File: config.mk
export PLATFORM = sky130hd
export DESIGN_NAME = trace_buf
export DESIGN_NICKNAME = d
export VERILOG_FILES = /design/src/rtl/trace_pkg.sv /design/src/rtl/trace_fifo_mem.sv /design/src/rtl/trace_buf.sv
export SDC_FILE = /design/constraint.sdc
export NUM_CORES = 1
export LEC_CHECK = 0
export CORE_ASPECT_RATIO = 1.2
export CORE_MARGIN = 2
export CORE_UTILIZATION = 35
export CTS_CLUSTER_SIZE = 14
export DETAILED_ROUTE_END_ITERATION = 10
export SLEW_MARGIN = 15
export SYNTH_ARGS = -nofsm -noshare
export SYNTH_HDL_FRONTEND = slang
export SYNTH_SLANG_ARGS = --single-unit
export TNS_END_PERCENT = 50
File: constraint.sdc
create_clock -name clk -period 16.4 [get_ports clk]
set_clock_uncertainty 0.05 [all_clocks]
set_input_delay 1.64 -clock clk [delete_from_list [all_inputs] [get_ports clk]]
set_output_delay 1.64 -clock clk [all_outputs]
set_load 0.005 [all_outputs]
File: src/rtl/trace_pkg.sv
// Shared record types and constants for the commit-trace buffer.
// The record filter is compiled in when TRACE_FILTER_EN is defined.
package trace_pkg;

    localparam int unsigned TRACE_REC_W = 66;
    localparam int unsigned FLAG_REG    = 0;
    localparam int unsigned FLAG_MEM    = 1;

    typedef struct packed {
        logic [31:0] pc;
        logic [31:0] instr;
        logic        if_mem;
        logic        if_reg;
    } trace_rec_t;

    // Only state-changing instructions are worth tracing when filtering.
    function automatic logic rec_kept(input trace_rec_t rec);
        return rec.if_reg | rec.if_mem;
    endfunction

endpackage

File: src/rtl/trace_fifo_mem.sv
// DEPTH x TRACE_REC_W record storage: one write port, one combinational read port.
// Contents are deliberately not reset.
module trace_fifo_mem
    import trace_pkg::*;
#(
    parameter int unsigned DEPTH = 16
) (
    input  logic                       clk,
    input  logic                       we,
    input  logic [$clog2(DEPTH)-1:0]   waddr,
    input  trace_rec_t                 wdata,
    input  logic [$clog2(DEPTH)-1:0]   raddr,
    output trace_rec_t                 rdata
);

    logic [TRACE_REC_W-1:0] mem [DEPTH];

    always_ff @(posedge clk) begin
        if (we) begin
            mem[waddr] <= wdata;
        end
    end

    assign rdata = trace_rec_t'(mem[raddr]);

endmodule

File: src/rtl/trace_buf.sv
// Commit-trace FIFO: captures one retiring record per cycle, drains via valid/ready,
// and counts (never back-pressures) records dropped on overflow. Optional TRACE_FILTER_EN.
module trace_buf
    import trace_pkg::*;
#(
    parameter int unsigned DEPTH = 16,
    parameter int unsigned CNT_W = 16
) (
    input  logic                     clk,
    input  logic                     reset,
    input  logic                     cap_en,
    input  logic [31:0]              pc_now,
    input  logic [31:0]              str_now,
    input  logic                     if_reg,
    input  logic                     if_mem,
    output logic                     out_valid,
    input  logic                     out_ready,
    output logic [31:0]              out_pc,
    output logic [31:0]              out_instr,
    output logic [1:0]               out_flags,
    output logic [$clog2(DEPTH):0]   level,
    output logic                     overflow,
    output logic [CNT_W-1:0]         drop_cnt
);

    localparam int unsigned AW = $clog2(DEPTH);
    localparam int unsigned PW = AW + 1;

    logic [PW-1:0] wr_ptr, rd_ptr, wr_ptr_nxt, rd_ptr_nxt, level_nxt;
    trace_rec_t    in_rec, rd_rec, head_nxt;
    logic          keep, full, pop, push, drop;

    always_comb begin
        in_rec        = '0;
        in_rec.pc     = pc_now;
        in_rec.instr  = str_now;
        in_rec.if_mem = if_mem;
        in_rec.if_reg = if_reg;
    end

`ifdef TRACE_FILTER_EN
    assign keep = rec_kept(in_rec);
`else
    assign keep = 1'b1;
`endif

    // Push/pop decisions and next head; a push into an empty buffer lands in the head register.
    always_comb begin
        full       = (wr_ptr[AW] != rd_ptr[AW]) && (wr_ptr[AW-1:0] == rd_ptr[AW-1:0]);
        pop        = out_valid && out_ready;
        push       = cap_en && keep && (!full || pop);
        drop       = cap_en && keep && full && !pop;
        wr_ptr_nxt = wr_ptr + PW'(push);
        rd_ptr_nxt = rd_ptr + PW'(pop);
        level_nxt  = wr_ptr_nxt - rd_ptr_nxt;
        head_nxt   = '0;
        if (level_nxt != '0) begin
            head_nxt = (push && (wr_ptr == rd_ptr_nxt)) ? in_rec : rd_rec;
        end
    end

    trace_fifo_mem #(.DEPTH(DEPTH)) u_mem (
        .clk   (clk),
        .we    (push),
        .waddr (wr_ptr[AW-1:0]),
        .wdata (in_rec),
        .raddr (rd_ptr_nxt[AW-1:0]),
        .rdata (rd_rec)
    );

    always_ff @(posedge clk or negedge reset) begin
        if (!reset) begin
            wr_ptr    <= '0;
            rd_ptr    <= '0;
            level     <= '0;
            out_valid <= 1'b0;
            out_pc    <= '0;
            out_instr <= '0;
            out_flags <= '0;
            overflow  <= 1'b0;
            drop_cnt  <= '0;
        end else begin
            wr_ptr               <= wr_ptr_nxt;
            rd_ptr               <= rd_ptr_nxt;
            level                <= level_nxt;
            out_valid            <= (level_nxt != '0);
            out_pc               <= head_nxt.pc;
            out_instr            <= head_nxt.instr;
            out_flags[FLAG_MEM]  <= head_nxt.if_mem;
            out_flags[FLAG_REG]  <= head_nxt.if_reg;
            overflow             <= overflow | drop;
            if (drop && (drop_cnt != '1)) begin
                drop_cnt <= drop_cnt + CNT_W'(1);
            end
        end
    end

endmodule

* Word-level counts from Yosys, hierarchy flattened *
Memory sizes are Yosys's and may differ from the RTL's.
Cells that the tools add are included.

storage, ports and cells
  input port bits = 70
  ROM bits = 0
  latch bits = 0
  memories kept = 1
  output and inout bits = 89
  memory bits (writable) = 1,056
  logic and storage cells = 34
  flip-flop bits (word level) = 99

cells by class
  $add $sub $neg = 4
  bitwise logic cells = 1
  reductions and logical operators = 11
  muxes and demuxes = 4
  equal/unequal tests = 4
  shifts and indexed selects = 0
  multiply operators = 0
  div/mod/pow operators = 0
  $lt $le $gt $ge = 0

memory list
  memory     words  width  read ports  clocked after Yosys merged registers in  wr ports  RTL line              RTL
  u_mem.mem  16     66     1           0                                        1         trace_fifo_mem.sv:16  logic [TRACE_REC_W-1:0] mem [DEPTH];

operator list
  kind                     count
  $mux W66                 2
  $add A16 B1 Y16 const B  1
  $ne A16 B16 Y1 const B   1
  $add A5 B1 Y5            2
  $logic_and A1 B1 Y1      7
  $eq A5 B5 Y1             1
  $reduce_bool A5 Y1       1
  $sub A5 B5 Y5            1
  $eq A4 B4 Y1             1
  $logic_not A1 Y1         2
  $mux W1                  2
  $logic_or A1 B1 Y1       1
  $ne A1 B1 Y1             1
  $or A1 B1 Y1             1

* Longest topological paths before layout *
Gate-level depths: netlist of the first run.

  depth after elaboration = 9
  depth in mapped cells = 19
  gate-level depth less buffers = 14

* Cells and area by module *
Synthesis of the first run repeated with hierarchy kept, for this count alone.

unflattened totals
  cells, all modules = 2,092
  area total of the unflattened synthesis = 44,146.1 µm²

by module, submodules not included
  module          cells each  area an instance (µm²)  instances
  trace_fifo_mem  1,632       39,480.4                1
  trace_buf       460         4,665.7                 1

* Least setup slack after synthesis of the first run *
No wires, ideal clock.

  kind = input-to-reg
  start point = input port out_ready
  end point = memory u_mem.mem[12][0] (enable)
  required time = 15.697 ns
  slack = 7.065 ns
  library setup time = 0.653 ns
  buffers on the path = 2
  stages on the path = 6
  arrival = 8.632 ns
  cells stage by stage = and2_1 nor2b_1 a21bo_1 buf_2 buf_1 nor4_1

between the ends
  word-level cells in the longest chain between the ends = 5

RTL lines
  element                        RTL line              RTL
  start, declared                trace_buf.sv:17       input logic out_ready,
  $logic_and A1 B1 Y1            trace_buf.sv:50       pop = out_valid && out_ready;
  $logic_or A1 B1 Y1             trace_buf.sv:51       push = cap_en && keep && (!full || pop);
  $logic_and A1 B1 Y1            trace_buf.sv:51
  $mux W1                        trace_fifo_mem.sv:19  if (we) begin
  $mux W1 (not written as such)  trace_fifo_mem.sv:20  mem[waddr] <= wdata;
  end, declared                  trace_fifo_mem.sv:16

Every way passes these cells.

==> metrics.cfg, run 1 <==
[run_status]
status = finished clean

[floorplan]
core_um2 = 126900
rows = 143
die_area_um2 = 130800
start_util_pct = 35.30
die_h_um = 395.8
ios = 159
die-width_um = 330.5

[worst_setup_path]
critPathRequiredTime_ns = 16.98
crit_buf_inv = 5
crit_arrival_ns = 6.94
path_class = in2reg
cp_max_fo = 59
path_cells = clkdlybuf4s50_1 -> and2_1 -> nor2b_1 -> a21bo_4 -> inv_2 -> ha_1 -> inv_1 -> ha_1 -> inv_1 -> fa_1 -> a21o_1 -> a21oi_1 -> xor3_4 -> buf_4 -> o32ai_1 -> nor2_1
critPathCaptureType = register
start_kind = input pin
cpPeakStageDelay_ns = 0.85
crit_family = buffers and inverters
cpMaxStageDelayCell = buf_4

[clocking]
clock_latency_ns = 0.71
cts.sinks = 1155
h-tree-depth = 3
postCtsSetupRepairBufs = 0
cts_tree = built
hold_buffers = 0
cts_resized = 0
cts-root-buf = clkbuf_16
clk_path_buf_depth = 3
cts_buffers = 109
path_clk_slew_ns = 0.07

[yosys]
synth.area.top_cells = edfxtp_1 71%, mux4_2 13%, dfrtp_1 5.5%, mux2i_1 4.4%, o32ai_1 1.3%
synth.largest_area_cell = edfxtp_1
yosys_warnings = 0
ys_seq_elements = 1155
ys_seq_area_share_pct = 76.35
avgSynthCellArea_um2 = 21.53
ys_types = 39
synth_area_um2 = 44780
netlist.area_leader.share_pct = 70.82
syn_inst = 2080
syn-num-nets = 2160

[placement]
finalWeightedCongestion = 0.7622
place_hpwl_um = 56030
port_buffers = 158

[pwr]
p_per_area_nw_per_um2 = 197.4
p_leak_nw = 16.97
irDropWorstVdd_v = 0.0002236

[route]
final_antenna_net_count = 0
vias = 21643
wl_per_cell_um = 27.08
totalWireLength_um = 109300
drc = 0
drtIter0Drc = 2180
drt_first_pass_iters = 7
via_per_inst = 5.364

[timing]
fmax_mhz = 157.2
fin_crit_ns = 6.363
slew_violations = 0
slew_headroom_pct = 18.13
rsz0062_at_grt = false
hold_viol = 0
fin_setup_tns_ns = 0
tightest_slew_ns = 1.228
holdWs_ns = 0.4161
period_share_pct = 38.80
setup-violations-final = 0

[hold_path]
hold_path_class = reg2reg

[layout]
final_common_cell = edfxtp_1
area_growth_pct = 16.41
nNetsFinal = 2350
final_util_pct = 41.09
final_cell_mix = 1,056 x edfxtp_1, 264 x mux4_2, 198 x mux2i_1, 157 x clkdlybuf4s50_1, 113 x clkbuf_16
drive_gt1_share_pct = 21.46

[global_routing]
grt_pass1_wl_um = 158600
grt_overflow = 0
grt_use_total_pct = 16.69
antenna_found_initial = 8
grt_pass1_vias = 23008
grt_max_degree = 166

[job]
max_cap_violations = 0

## metrics by stage
step                      cell area [um^2]  power, W  worst slack, ns  std cells
after detailed placement             48460  0.007831            9.439       3826
after global routing                 52130   0.01075            9.901       4035
after floorplan                      44780  0.006505            7.065       2080
after CTS                            52120   0.01040            10.13       4034
final                                52130   0.01029            10.04       4035
after global placement               48460  0.007754            9.490       3826
## flip-flops by register name, indices dropped and copies added, names as in the netlist
signal,flops
u_mem.mem,1056
out_instr,32
out_pc,32
drop_cnt,16
level,5
rd_ptr,5
wr_ptr,5
out_flags,2
out_valid,1
overflow,1
## cells in the mapped netlist, drive strengths merged
| cell type | count |
|---|---|
| edfxtp | 1056 |
| o32ai | 66 |
| xor2 | 22 |
| nor3b | 2 |
| mux4 | 264 |
| nor3 | 13 |
| nor2 | 80 |
| inv | 8 |
| a21oi | 68 |
| nor4b | 1 |
| and4 | 2 |
| nand4 | 5 |
| xor3 | 1 |
| nand3 | 9 |
| and2 | 2 |
| mux2 | 1 |
| xnor2 | 10 |
| nor4 | 7 |
| or3 | 1 |
| nand2 | 10 |
| dfrtp | 99 |
| or2 | 1 |
| nor2b | 1 |
| clkbuf | 61 |
| nand3b | 3 |
| mux2i | 199 |
| buf | 69 |
| a21o | 1 |
| and3 | 3 |
| a21bo | 1 |
| fa | 1 |
| nand2b | 3 |
| a2bb2oi | 1 |
| ha | 9 |
## layout make-up
type	count	area [um^2]
fillers	10895	74730
flip-flops and latches	1155	34190
multi-input cells	787	10170
clock buffers	155	3156
well taps	1667	2086
repair buffers	209	1987
clock inverters	53	503.0
inverters	8	30.03
diodes	1	2.502
## layer usage
metal  global-route usage (%)  share of wire, %
met1                    22.40                41
met2                    27.55                50
met3                    2.962               6.2
met4                    5.398               2.5
met5                        0             0.062
## report_power, final
part	internal, W	total, W	switching (W)
Clock	0.00148	0.00256	0.00108
Sequential	0.00365	0.00383	0.000181
Combinational	0.00173	0.00390	0.00218
## path summary, 6_finish.rpt
kind / startpoint / slack (ns) / cells past startpoint / endpoint
max: out_ready / 10.04 / 16 / out_pc[4]
min: overflow / 0.42 / 1 / overflow
max reg2reg: wr_ptr[0] / 10.31 / 15 / out_pc[4]
min reg2reg: overflow / 0.42 / 1 / overflow
max in group asynchronous: reset / 13.88 / 2 / out_instr[15]
min in group asynchronous: reset / 1.03 / 1 / out_instr[3]
## kinds of logic (layout without fill, tap and decap cells)
group	after synthesis	in the layout	synth area share (%)
flip-flops	1155	1155	76.35
AO/OA/AOI/OAI	137	137	2.110
other	0	1	0
multiplexers	464	464	17.75
buffers and inverters	138	425	1.313
XOR/XNOR	33	33	0.7126
AND/OR/NAND/NOR	143	143	1.464
adder cells (fa/ha/maj)	10	10	0.2962
No activity file was read; power rests on OpenSTA's default activity.
==> run 2: changes to the inputs <==
Clock period 16.4 ns to 5.8 ns, I/O delays scaled along.
==> run 2 against run 1 <==
Effect of this change:
- die area did not move
- critical endpoint is now out_instr[18]
- register-to-register slack got worse by 9.3 ns
- clock power rose to 2.8 times the previous value
- non-clock buffer count rose by 8
- utilization rose by 0.24 points
- setup slack got worse by 9.0 ns
- largest cell class unchanged
==> metrics.cfg, run 2 (synthesis results as in run 1) <==
[global_routing]
grt_util_met2_pct = 29.46  ; +1.9 points
grt_use_total_pct = 17.08  ; +0.39 points
antenna_found_initial = 12  ; +4
grt_max_degree = 162  ; -2.4%
grt.busiest_layer = met2
grt_use_met3_pct = 3.837  ; +0.88 points
grt_overflow = 0  ; unchanged
grt_util_met1_pct = 21.53  ; -0.87 points
grt_pass1_vias = 23252  ; +1.1%
grt_pass1_wl_um = 161600  ; +1.9%

[pwr]
p_per_area_nw_per_um2 = 557.7  ; +180%
total_power_w = 0.02924  ; +180%
p_clk_share_pct = 24.8  ; about the same
pwr-share-comb_pct = 38.2  ; +0.3 points
seqPwrFrac_pct = 37.0  ; -0.2 points
p_int_w = 0.01944  ; +180%
p_leak_nw = 17.07  ; +0.57%
p_sw_share_pct = 33.52  ; +0.14 points
irDropWorstVdd_v = 0.0006534  ; +190%
switchingPower_w = 0.009800  ; +190%

[run_status]
status = finished clean

[floorplan]
ios = 159  ; unchanged
die-width_um = 330.5  ; unchanged
start_util_pct = 35.30  ; unchanged
rows = 143  ; unchanged
core_um2 = 126900  ; unchanged
die_area_um2 = 130800  ; unchanged
die_h_um = 395.8  ; unchanged

[placement]
place_hpwl_um = 56210  ; +0.31%
port_buffers = 158  ; unchanged
dpl_cell_area_um2 = 48710  ; +0.51%
finalWeightedCongestion = 0.7588  ; -0.45%
dpl_worst_slack_ns = 0.9039  ; -8.535 ns
dp.cells = 3833  ; +0.18%

[layout]
layoutNonFillerInstCount = 4045  ; +0.25%
final_common_cell = edfxtp_1
largestRegisters = u_mem.mem: 1056 flops, out_instr: 32 flops, out_pc: 32 flops
final_area_um2 = 52420  ; +0.57%
largest_register_ffs = 1056  ; unchanged
nNetsFinal = 2359  ; +0.38%
nFillCells = 10889  ; -0.055%
drive_gt1_share_pct = 21.75  ; +0.29 points
final_cell_mix = 1,056 x edfxtp_1, 264 x mux4_2, 198 x mux2i_1, 157 x clkdlybuf4s50_1, 111 x clkbuf_16
area_growth_pct = 17.08
largest_register = u_mem.mem

[clocking]
cts.sinks = 1155  ; unchanged
cts_resized = 0  ; unchanged
cts_tree = built
cts_buffers = 110  ; +0.92%
cts-root-buf = clkbuf_16
h-tree-depth = 3  ; unchanged
clock_latency_ns = 0.72  ; about the same
hold_buffers = 1  ; +1
path_clk_slew_ns = 0.06  ; about the same
clk_path_buf_depth = 3  ; unchanged
postCtsSetupRepairBufs = 0  ; unchanged

[timing]
fin_crit_ns = 4.780
rsz0062_at_grt = false
setup-violations-final = 0  ; unchanged
holdWs_ns = 0.3876  ; -0.02852 ns
slew_violations = 0  ; unchanged
period_share_pct = 82.41
hold_viol = 0  ; unchanged
fmax_mhz = 209.2
slew_headroom_pct = 25.54  ; +7.4 points
worst_slack_ns = 1.021  ; -9.017 ns
tightest_slew_ns = 1.117  ; -0.1111 ns

[worst_setup_path]
critPathRequiredTime_ns = 6.40  ; -10.58 ns
crit_arrival_ns = 5.38  ; -1.56 ns
cp_max_fo = 55  ; -6.8%
critPathCaptureType = register
path_class = reg2reg
start_kind = register

[route]
via_per_inst = 5.400  ; +0.67%
drt_first_pass_iters = 5  ; -2
final_antenna_net_count = 0  ; unchanged
drtIter0Drc = 1924  ; -12%
vias = 21841  ; +0.91%
totalWireLength_um = 111400  ; +2.0%
wl_per_cell_um = 27.55  ; +1.7%
drc = 0  ; unchanged

[hold_path]
hold_path_class = in2async

[job]
max_cap_violations = 0  ; unchanged

run 2: cell count changes in the layout (fill, tap and decap cells not counted), moves of 3 or more:
| cell | previous run | this run |
|---|---|---|
| buf_12 | 2 | 17 |
| clkinv_4 | 1 | 4 |
| clkbuf_8 | 17 | 9 |
| clkinv_1 | 18 | 13 |
| clkinv_2 | 19 | 23 |
| clkbuf_1 | 25 | 30 |
| clkinv_16 | 0 | 3 |
| buf_4 | 50 | 42 |
run 2: power by group through the flow:
stage	sequential [W]	combinational, W	clock [W]
global route	0.0109	0.0120	0.00773
floorplan	0.0108	0.00761	0
detailed placement	0.0110	0.0113	0
finish	0.0108	0.0112	0.00726
CTS	0.0108	0.0113	0.00742
global placement	0.0110	0.0111	0
run 2: area by class of cell:
class,count,area (um^2),area share (%)
Sequential cell,1155,34190,65.21
Multi-Input combinational cell,787,10180,19.42
Clock buffer,150,3014,5.750
Timing Repair Buffer,217,2237,4.267
Tap cell,1667,2086,3.979
Clock inverter,60,684.4,1.306
Inverter,8,30.03,0.05728
Antenna cell,1,2.502,0.004773
run 2: path summary, 6_finish.rpt:
check                          start             to  cells after the start  slack (ns)
max                        wr_ptr[0]  out_instr[18]                     15        1.02
min                            reset     out_pc[15]                      2        0.39
max reg2reg                wr_ptr[0]  out_instr[18]                     15        1.02
min reg2reg                 overflow       overflow                      1        0.42
max in group asynchronous      reset       level[0]                      3        4.13
min in group clk            overflow       overflow                      1        0.42
run 2: critical path: stages, from the launching register on:
cell and delay (ns):
dfrtp_1 0.56, xor2_1 0.24, nor4_1 0.49, a21bo_4 0.21, inv_2 0.04, ha_1 0.29, inv_1 0.08, ha_1 0.17
inv_1 0.06, fa_1 0.45, a21o_1 0.17, a21oi_1 0.18, xor3_4 1.08, buf_4 0.38, o32ai_1 0.11, nor2_1 0.13
run 2: routing by layer:
layer / vias to the layer above / wire (um)
li1: 9076 / -
met1: 11785 / 44410
met2: 777 / 57000
met3: 187 / 7264
met4: 16 / 2657
met5: - / 96
run 2: stage by stage:
stage / setup TNS, ns / util, %
final: 0 / 41.33
after floorplan: -283.57 / -
after global placement: 0 / 38.40
after global routing: 0 / 41.32
after detailed placement: 0 / 38.40
after CTS: 0 / 41.32
